`src/rtl/reservation_station.sv`:
```
// Reservation station: buffers renamed instructions, captures operands from
// the ID packet or the CDB, and presents the oldest ready entry to one pipe.
`ifndef ROB_TAG_LEN
`define ROB_TAG_LEN 3
`endif

package rs_pkg;
  localparam int ROB_TAG_LEN = `ROB_TAG_LEN;
  localparam int XLEN        = 32;

  typedef struct packed {
    logic                   valid;
    logic [ROB_TAG_LEN-1:0] rob_tag;
    logic [XLEN-1:0]        value;
  } CDB_DATA;

  typedef struct packed {
    logic                   valid;
    logic [XLEN-1:0]        pc;
    logic [4:0]             alu_func;
    logic                   rd_mem;
    logic                   wr_mem;
    logic [XLEN-1:0]        rs1_value;
    logic [XLEN-1:0]        rs2_value;
  } ID_EX_PACKET;

  typedef struct packed {
    logic [ROB_TAG_LEN-1:0] rob_tag_val;
    logic                   rob_tag_ready;
  } MAPTABLE_PACKET;

  typedef struct packed {
    logic                   valid;
    logic                   ready;
    logic [ROB_TAG_LEN-1:0] rd_tag;
    logic [ROB_TAG_LEN-1:0] rs1_tag;
    logic [ROB_TAG_LEN-1:0] rs2_tag;
    logic [XLEN-1:0]        rs1_value;
    logic [XLEN-1:0]        rs2_value;
    ID_EX_PACKET            id_packet;
  } INSTR_READY_ENTRY;

  // Internal storage: per-operand ready flags replace the single ready bit.
  typedef struct packed {
    logic                   valid;
    logic                   rs1_rdy;
    logic                   rs2_rdy;
    logic [ROB_TAG_LEN-1:0] rd_tag;
    logic [ROB_TAG_LEN-1:0] rs1_tag;
    logic [ROB_TAG_LEN-1:0] rs2_tag;
    logic [XLEN-1:0]        rs1_value;
    logic [XLEN-1:0]        rs2_value;
    ID_EX_PACKET            id_packet;
  } rs_entry_t;
endpackage

module reservation_station
  import rs_pkg::*;
#(
  parameter bit NO_WAIT_RS2 = 1'b0,
  parameter int RS_SIZE     = 4
) (
  input  logic                    clk,
  input  logic                    reset,
  input  CDB_DATA                 cdb,
  input  logic                    alloc_enable,
  input  ID_EX_PACKET             id_packet_out,
  input  MAPTABLE_PACKET          maptable_packet_rs1,
  input  MAPTABLE_PACKET          maptable_packet_rs2,
  input  logic [`ROB_TAG_LEN-1:0] alloc_slot,
  input  logic                    exec_stall,
  output logic                    rs_full,
  output INSTR_READY_ENTRY        ready_inst_entry
);

  localparam int IDX_W = (RS_SIZE > 1) ? $clog2(RS_SIZE) : 1;

  rs_entry_t [RS_SIZE-1:0]              ent_q, ent_d;
  // older_q[i][j] = 1 means entry i was allocated before entry j.
  logic [RS_SIZE-1:0][RS_SIZE-1:0]      older_q, older_d;

  logic [RS_SIZE-1:0] rdy;
  logic [RS_SIZE-1:0] oldest;
  logic [IDX_W:0]     vld_cnt;
  logic               sel_vld;
  logic [IDX_W-1:0]   sel_idx;
  logic               free_found;
  logic [IDX_W-1:0]   alloc_idx;
  logic               do_alloc;
  logic               do_issue;
  logic               cdb_live;
  rs_entry_t          new_ent;

  // A tag-0 broadcast carries no producer and must never wake anything.
  assign cdb_live = cdb.valid && (cdb.rob_tag != '0);

  // Occupancy count, readiness vector and lowest free slot.
  always_comb begin
    vld_cnt    = '0;
    rdy        = '0;
    free_found = 1'b0;
    alloc_idx  = '0;
    for (int i = 0; i < RS_SIZE; i++) begin
      if (ent_q[i].valid) vld_cnt = vld_cnt + 1'b1;
      rdy[i] = ent_q[i].valid && ent_q[i].rs1_rdy && (NO_WAIT_RS2 || ent_q[i].rs2_rdy);
      if (!ent_q[i].valid && !free_found) begin
        free_found = 1'b1;
        alloc_idx  = IDX_W'(i);
      end
    end
    rs_full = (vld_cnt == (IDX_W+1)'(RS_SIZE));
  end

  // Oldest ready entry: ready and no other ready entry is older than it.
  always_comb begin
    oldest  = rdy;
    sel_vld = 1'b0;
    sel_idx = '0;
    for (int i = 0; i < RS_SIZE; i++)
      for (int j = 0; j < RS_SIZE; j++)
        if (rdy[j] && older_q[j][i]) oldest[i] = 1'b0;
    for (int i = 0; i < RS_SIZE; i++) begin
      if (oldest[i] && !sel_vld) begin
        sel_vld = 1'b1;
        sel_idx = IDX_W'(i);
      end
    end
  end

  // Present the selected entry, or all zeros when nothing is ready.
  always_comb begin
    ready_inst_entry = '0;
    if (sel_vld) begin
      ready_inst_entry.valid     = 1'b1;
      ready_inst_entry.ready     = 1'b1;
      ready_inst_entry.rd_tag    = ent_q[sel_idx].rd_tag;
      ready_inst_entry.rs1_tag   = ent_q[sel_idx].rs1_tag;
      ready_inst_entry.rs2_tag   = ent_q[sel_idx].rs2_tag;
      ready_inst_entry.rs1_value = ent_q[sel_idx].rs1_value;
      ready_inst_entry.rs2_value = ent_q[sel_idx].rs2_value;
      ready_inst_entry.id_packet = ent_q[sel_idx].id_packet;
    end
  end

  // Build the entry being allocated, including same-edge CDB bypass.
  always_comb begin
    new_ent           = '0;
    new_ent.valid     = 1'b1;
    new_ent.rd_tag    = alloc_slot;
    new_ent.id_packet = id_packet_out;
    new_ent.rs1_tag   = maptable_packet_rs1.rob_tag_val;
    new_ent.rs2_tag   = maptable_packet_rs2.rob_tag_val;
    new_ent.rs1_rdy   = (maptable_packet_rs1.rob_tag_val == '0) || maptable_packet_rs1.rob_tag_ready;
    new_ent.rs2_rdy   = (maptable_packet_rs2.rob_tag_val == '0) || maptable_packet_rs2.rob_tag_ready;
    new_ent.rs1_value = id_packet_out.rs1_value;
    new_ent.rs2_value = id_packet_out.rs2_value;
    if (!new_ent.rs1_rdy && cdb_live && (cdb.rob_tag == new_ent.rs1_tag)) begin
      new_ent.rs1_rdy   = 1'b1;
      new_ent.rs1_value = cdb.value;
    end
    if (!new_ent.rs2_rdy && cdb_live && (cdb.rob_tag == new_ent.rs2_tag)) begin
      new_ent.rs2_rdy   = 1'b1;
      new_ent.rs2_value = cdb.value;
    end
  end

  assign do_alloc = alloc_enable && !rs_full;
  assign do_issue = sel_vld && !exec_stall;

  // Next state: wake-up, issue-free, then allocation into a free slot.
  always_comb begin
    ent_d   = ent_q;
    older_d = older_q;
    for (int i = 0; i < RS_SIZE; i++) begin
      if (ent_q[i].valid && cdb_live) begin
        if (!ent_q[i].rs1_rdy && (ent_q[i].rs1_tag == cdb.rob_tag)) begin
          ent_d[i].rs1_rdy   = 1'b1;
          ent_d[i].rs1_value = cdb.value;
        end
        if (!ent_q[i].rs2_rdy && (ent_q[i].rs2_tag == cdb.rob_tag)) begin
          ent_d[i].rs2_rdy   = 1'b1;
          ent_d[i].rs2_value = cdb.value;
        end
      end
    end
    if (do_issue) ent_d[sel_idx].valid = 1'b0;
    if (do_alloc) begin
      ent_d[alloc_idx] = new_ent;
      // New entry is younger than every currently valid entry; stale bits of
      // invalid entries are ignored because they never appear in rdy.
      for (int j = 0; j < RS_SIZE; j++) begin
        older_d[alloc_idx][j] = 1'b0;
        older_d[j][alloc_idx] = ent_q[j].valid;
      end
    end
  end

  // State registers with synchronous reset.
  always_ff @(posedge clk) begin
    if (reset) begin
      ent_q   <= '0;
      older_q <= '0;
    end else begin
      ent_q   <= ent_d;
      older_q <= older_d;
    end
  end

endmodule

```
`config.mk`:
```
export PLATFORM = sky130hd
export DESIGN_NAME = reservation_station
export DESIGN_NICKNAME = d
export VERILOG_FILES = /design/src/rtl/reservation_station.sv
export SDC_FILE = /design/constraint.sdc
export NUM_CORES = 2
export LEC_CHECK = 0
export CAP_MARGIN = 40
export CORE_MARGIN = 2
export CORE_UTILIZATION = 30
export CTS_BUF_LIST = sky130_fd_sc_hd__clkbuf_16
export DETAILED_ROUTE_END_ITERATION = 8
export GPL_TIMING_DRIVEN = 0
export PLACE_DENSITY_LB_ADDON = 0.1
export SKIP_LAST_GASP = 1
export SLEW_MARGIN = 30
export SYNTH_ARGS = -nofsm -noshare
export SYNTH_HDL_FRONTEND = slang
export SYNTH_SLANG_ARGS = --single-unit
```
`constraint.sdc`:
```
create_clock -name clk -period 3.9 [get_ports clk]
set_clock_uncertainty 0.15 [all_clocks]
set_input_delay 0.585 -clock clk [delete_from_list [all_inputs] [get_ports clk]]
set_output_delay 0.585 -clock clk [all_outputs]
set_load 0.1 [all_outputs]
```
==> out/qor.yml <==
outcome: "finished, violations left"
violations: "DRC, setup timing"
insertion_delay_ns: 0.67
clock_sinks: 736
cts_made_buffers: 86
setup_viol: 5
cp_num_buf_inv: 6
power_density_nw_per_um2: 385
synth_compound_area_share_pct: 24.5
fin_nets: 4544
yosysUniqueCellTypes: 46
gp_congestion: 0.903
postRouteAntennaNets: 0
rsz0062_at_grt: "yes"
coreArea_um2: 107000
syn_nets: 4060
cpMostUsedCell: "buf_4"
r2r.worst_path.cells: 11
worstPathMaxFanout: 10
cpMaxStageDelayCell: "a211oi_1"
dp_slack_ns: -1.01
rows: 120
antenna_found_initial: 11
worstSetupPathType: "flop to output port"
grt.busiest_layer: "met2"
drc: 9
holdWs_ns: 0.208
cp_num_cells: 10
grt_usage_pct: 30.0
finalCriticalPeriod_ns: 3.96
clockBufferDepth: 3
synthAdderAreaFrac_pct: 0.193
synth-xor-area-share_pct: 0.914
hp-class: "primary input to flop"
critPathMaxStageDelay_ns: 0.51
drt-wirelength-per-cell_um: 29.9
worstPathArrival_ns: 3.23
cts_max_level: 3
multi_input_area_um2: 17100
grt_pass1_wl_um: 241000
yosys_warnings: 0
seqCellArea_um2: 14800
finalCritPeriodShare_pct: 102
max_freq_ghz: 0.252
die_w_um: 333
die_area_um2: 111000
grt_overflow: 0
required_ns: 3.16
fin_setup_tns_ns: -0.173
power.leakage_nw: 15.3
clkTransAtPathRegs_ns: 0.06
cts_tree: "done"
start_util_pct: 30.3
drv_cap: 0
syn2layout_area_growth_pct: 38.0
fill_cells: 10800
worst_slack_ns: -0.0607
synth_mux_area_share_pct: 7.90
met3_usage_pct: 5.10
post-route-util_pct: 41.8
ios: 335
vias: 34000
worstSetupEndpointType: "output port"
crit_family: "buffers and inverters"
synthSimpleGateAreaFrac_pct: 15.4
grt_max_degree: 13
synth-seq-cells: 736
drive_above_1_share_pct: 20.2
routed_wl_um: 175000
numPortBuffers: 302
root_buffer: "clkbuf_16"
grtUsageMet2_pct: 45.7
avgSynthCellArea_um2: 8.32
hold_depth: 2
hold_violations: 0
drt_iter0_drc: 4411
cp-start-kind: "flop"
finalInstanceArea_um2: 44800
synth_top_family_by_area: "compound AO/OA/AOI/OAI gates"
drv_slew: 0
grt_pass1_vias: 31400
synth_enable_flop_cells: 0
grt_use_met1_pct: 41.3
worstMarginPinSlew_ns: 0.924
async_reset_ff_share_pct: 0
crit_chain: "nand3_1 > nor2_1 > nand4_1 > buf_4 > buf_4 > clkbuf_2 > buf_6 > clkbuf_4 > a211oi_1 > buf_16"
place_area_um2: 40600
drt_pass1_iterations: 9
postSynthCellCount: 3900
vias_per_cell: 5.81
max_slew_margin_pct: 38.4
die_h_um: 333
vdd_drop_max_mv: 0.301
syn_area_um2: 32500
seq_area_frac_synth_pct: 45.4
place_hpwl_um: 123000
synthFlopType: "dfxtp_1"
[per-stage QoR]
step | total power, mW | instances
floorplan | 8.83 | 3900
global placement | 9.62 | 5605
detailed placement | 9.64 | 5806
CTS | 17.3 | 5829
global route | 17.7 | 5852
finish | 17.3 | 5855
[routing by layer]
metal  vias up  share of wire [%]  routed length, µm
met5         -              0.060                105
met4        16                5.0               8760
met3       316                8.5              14900
met2      1740                 44              76100
met1     16900                 43              75000
li1      15000                  -                  -
[layout make-up]
cell class | instances | share of cell area (%)
multi-input combinational | 2737 | 38.3
timing repair buffer | 406 | 12.9
antenna | 3 | 0.0168
buffer | 408 | 6.10
clock inverter | 66 | 0.843
inverter | 9 | 0.0754
clock buffer | 87 | 4.86
sequential | 736 | 33.0
tap | 1403 | 3.92
[power by group]
part	switching, mW	total (mW)	internal, mW
sequential	0.143	7.91	7.77
combinational	1.17	1.66	0.495
clock	3.47	7.69	4.22
[cells in the final DEF, fill, tap and decap left out, types with 4 or more instances in the layout]
cell	n
o21ai_0	4
buf_1	6
nand2_1	925
xor2_1	13
clkbuf_4	21
buf_2	122
clkinv_2	10
a211oi_2	114
dfxtp_4	8
nor3_1	18
a211oi_4	52
ha_1	5
xnor2_1	18
dfxtp_1	724
buf_12	134
clkdlybuf4s50_1	122
and3_1	5
buf_16	9
clkinv_1	28
a211oi_1	21
buf_8	78
a31oi_1	4
a21oi_1	530
clkbuf_1	161
clkbuf_2	19
buf_6	34
buf_4	60
nand4_1	13
clkbuf_8	28
inv_1	29
nand3_1	10
clkbuf_16	107
nor2_1	264
mux2i_1	256
o221a_2	64
nor3_2	6
nand2b_1	7
a222oi_1	177
o22ai_1	192
dfxtp_2	4
[synth_stat cells, drive strengths merged, types with 2 or more instances]
cell    number  area (µm²)
a21oi      530        2650
xnor2       20         183
nand4       13        81.3
xor2        13         114
clkbuf     242         908
a31oi        4        25.0
nor3        26         165
a222oi     177        1770
o221a       64         721
buf        176         912
nor2       265         995
and4         2        17.5
and4b        3        30.0
mux2i      256        2560
o21ai        4        20.0
nand3       10        50.1
nand3b       2        15.0
nand2b       8        50.1
o21ba        2        20.0
or2          2        12.5
o22ai      192        1200
inv          9        33.8
o31ai        2        42.5
a211oi     187        1400
nand2      925        3470
nor4         2        12.5
and3         5        31.3
ha           5        62.6
a311oi       2        23.8
nor2b        4        25.0
o31a         3        26.3
dfxtp      736       14700
[cell families after synthesis]
group           count (synthesis)
flops                         736
xor+xnor                       33
fa+ha+maj                       5
compound gates               1173
simple gates                 1270
buf+inv                       427
mux                           256
[worst register-to-register path, cell delays in order (launching register included)]
cell and delay (ns):
dfxtp_4 0.43, inv_1 0.07, ha_1 0.40, xnor2_2 0.21
inv_1 0.06, ha_1 0.29, o21ai_0 0.15, a31oi_1 0.48
clkbuf_2 0.53, clkbuf_1 0.65, nand2_1 0.14, a21oi_1 0.15
[sequential cells by signal (all words and copies together) (netlist names), named ones only]
signal   flops
ent_q      720
older_q     12
[path summary, 6_finish.rpt]
check | start | to | slack, ns
max | ent_q[179]$_SDFF_PP0_ | ready_inst_entry[130] | -0.06
max reg2reg | ent_q[179]$_SDFF_PP0_ | ent_q[80]$_SDFFE_PP0P_ | 0.15
min reg2reg | ent_q[566]$_SDFFE_PP0P_ | ent_q[566]$_SDFFE_PP0P_ | 0.30
min | cdb[24] | ent_q[668]$_SDFF_PP0_ | 0.21
[timing repair]
item                       4_1_cts  5_1_grt
resized for setup              503      112
gates cloned                     1       10
hold buffers                     0        0
setup endpoints to repair      424      315
pin swaps                       96       81
buffers inserted                25       46
Note: power is estimated with default switching activity, not from simulation.
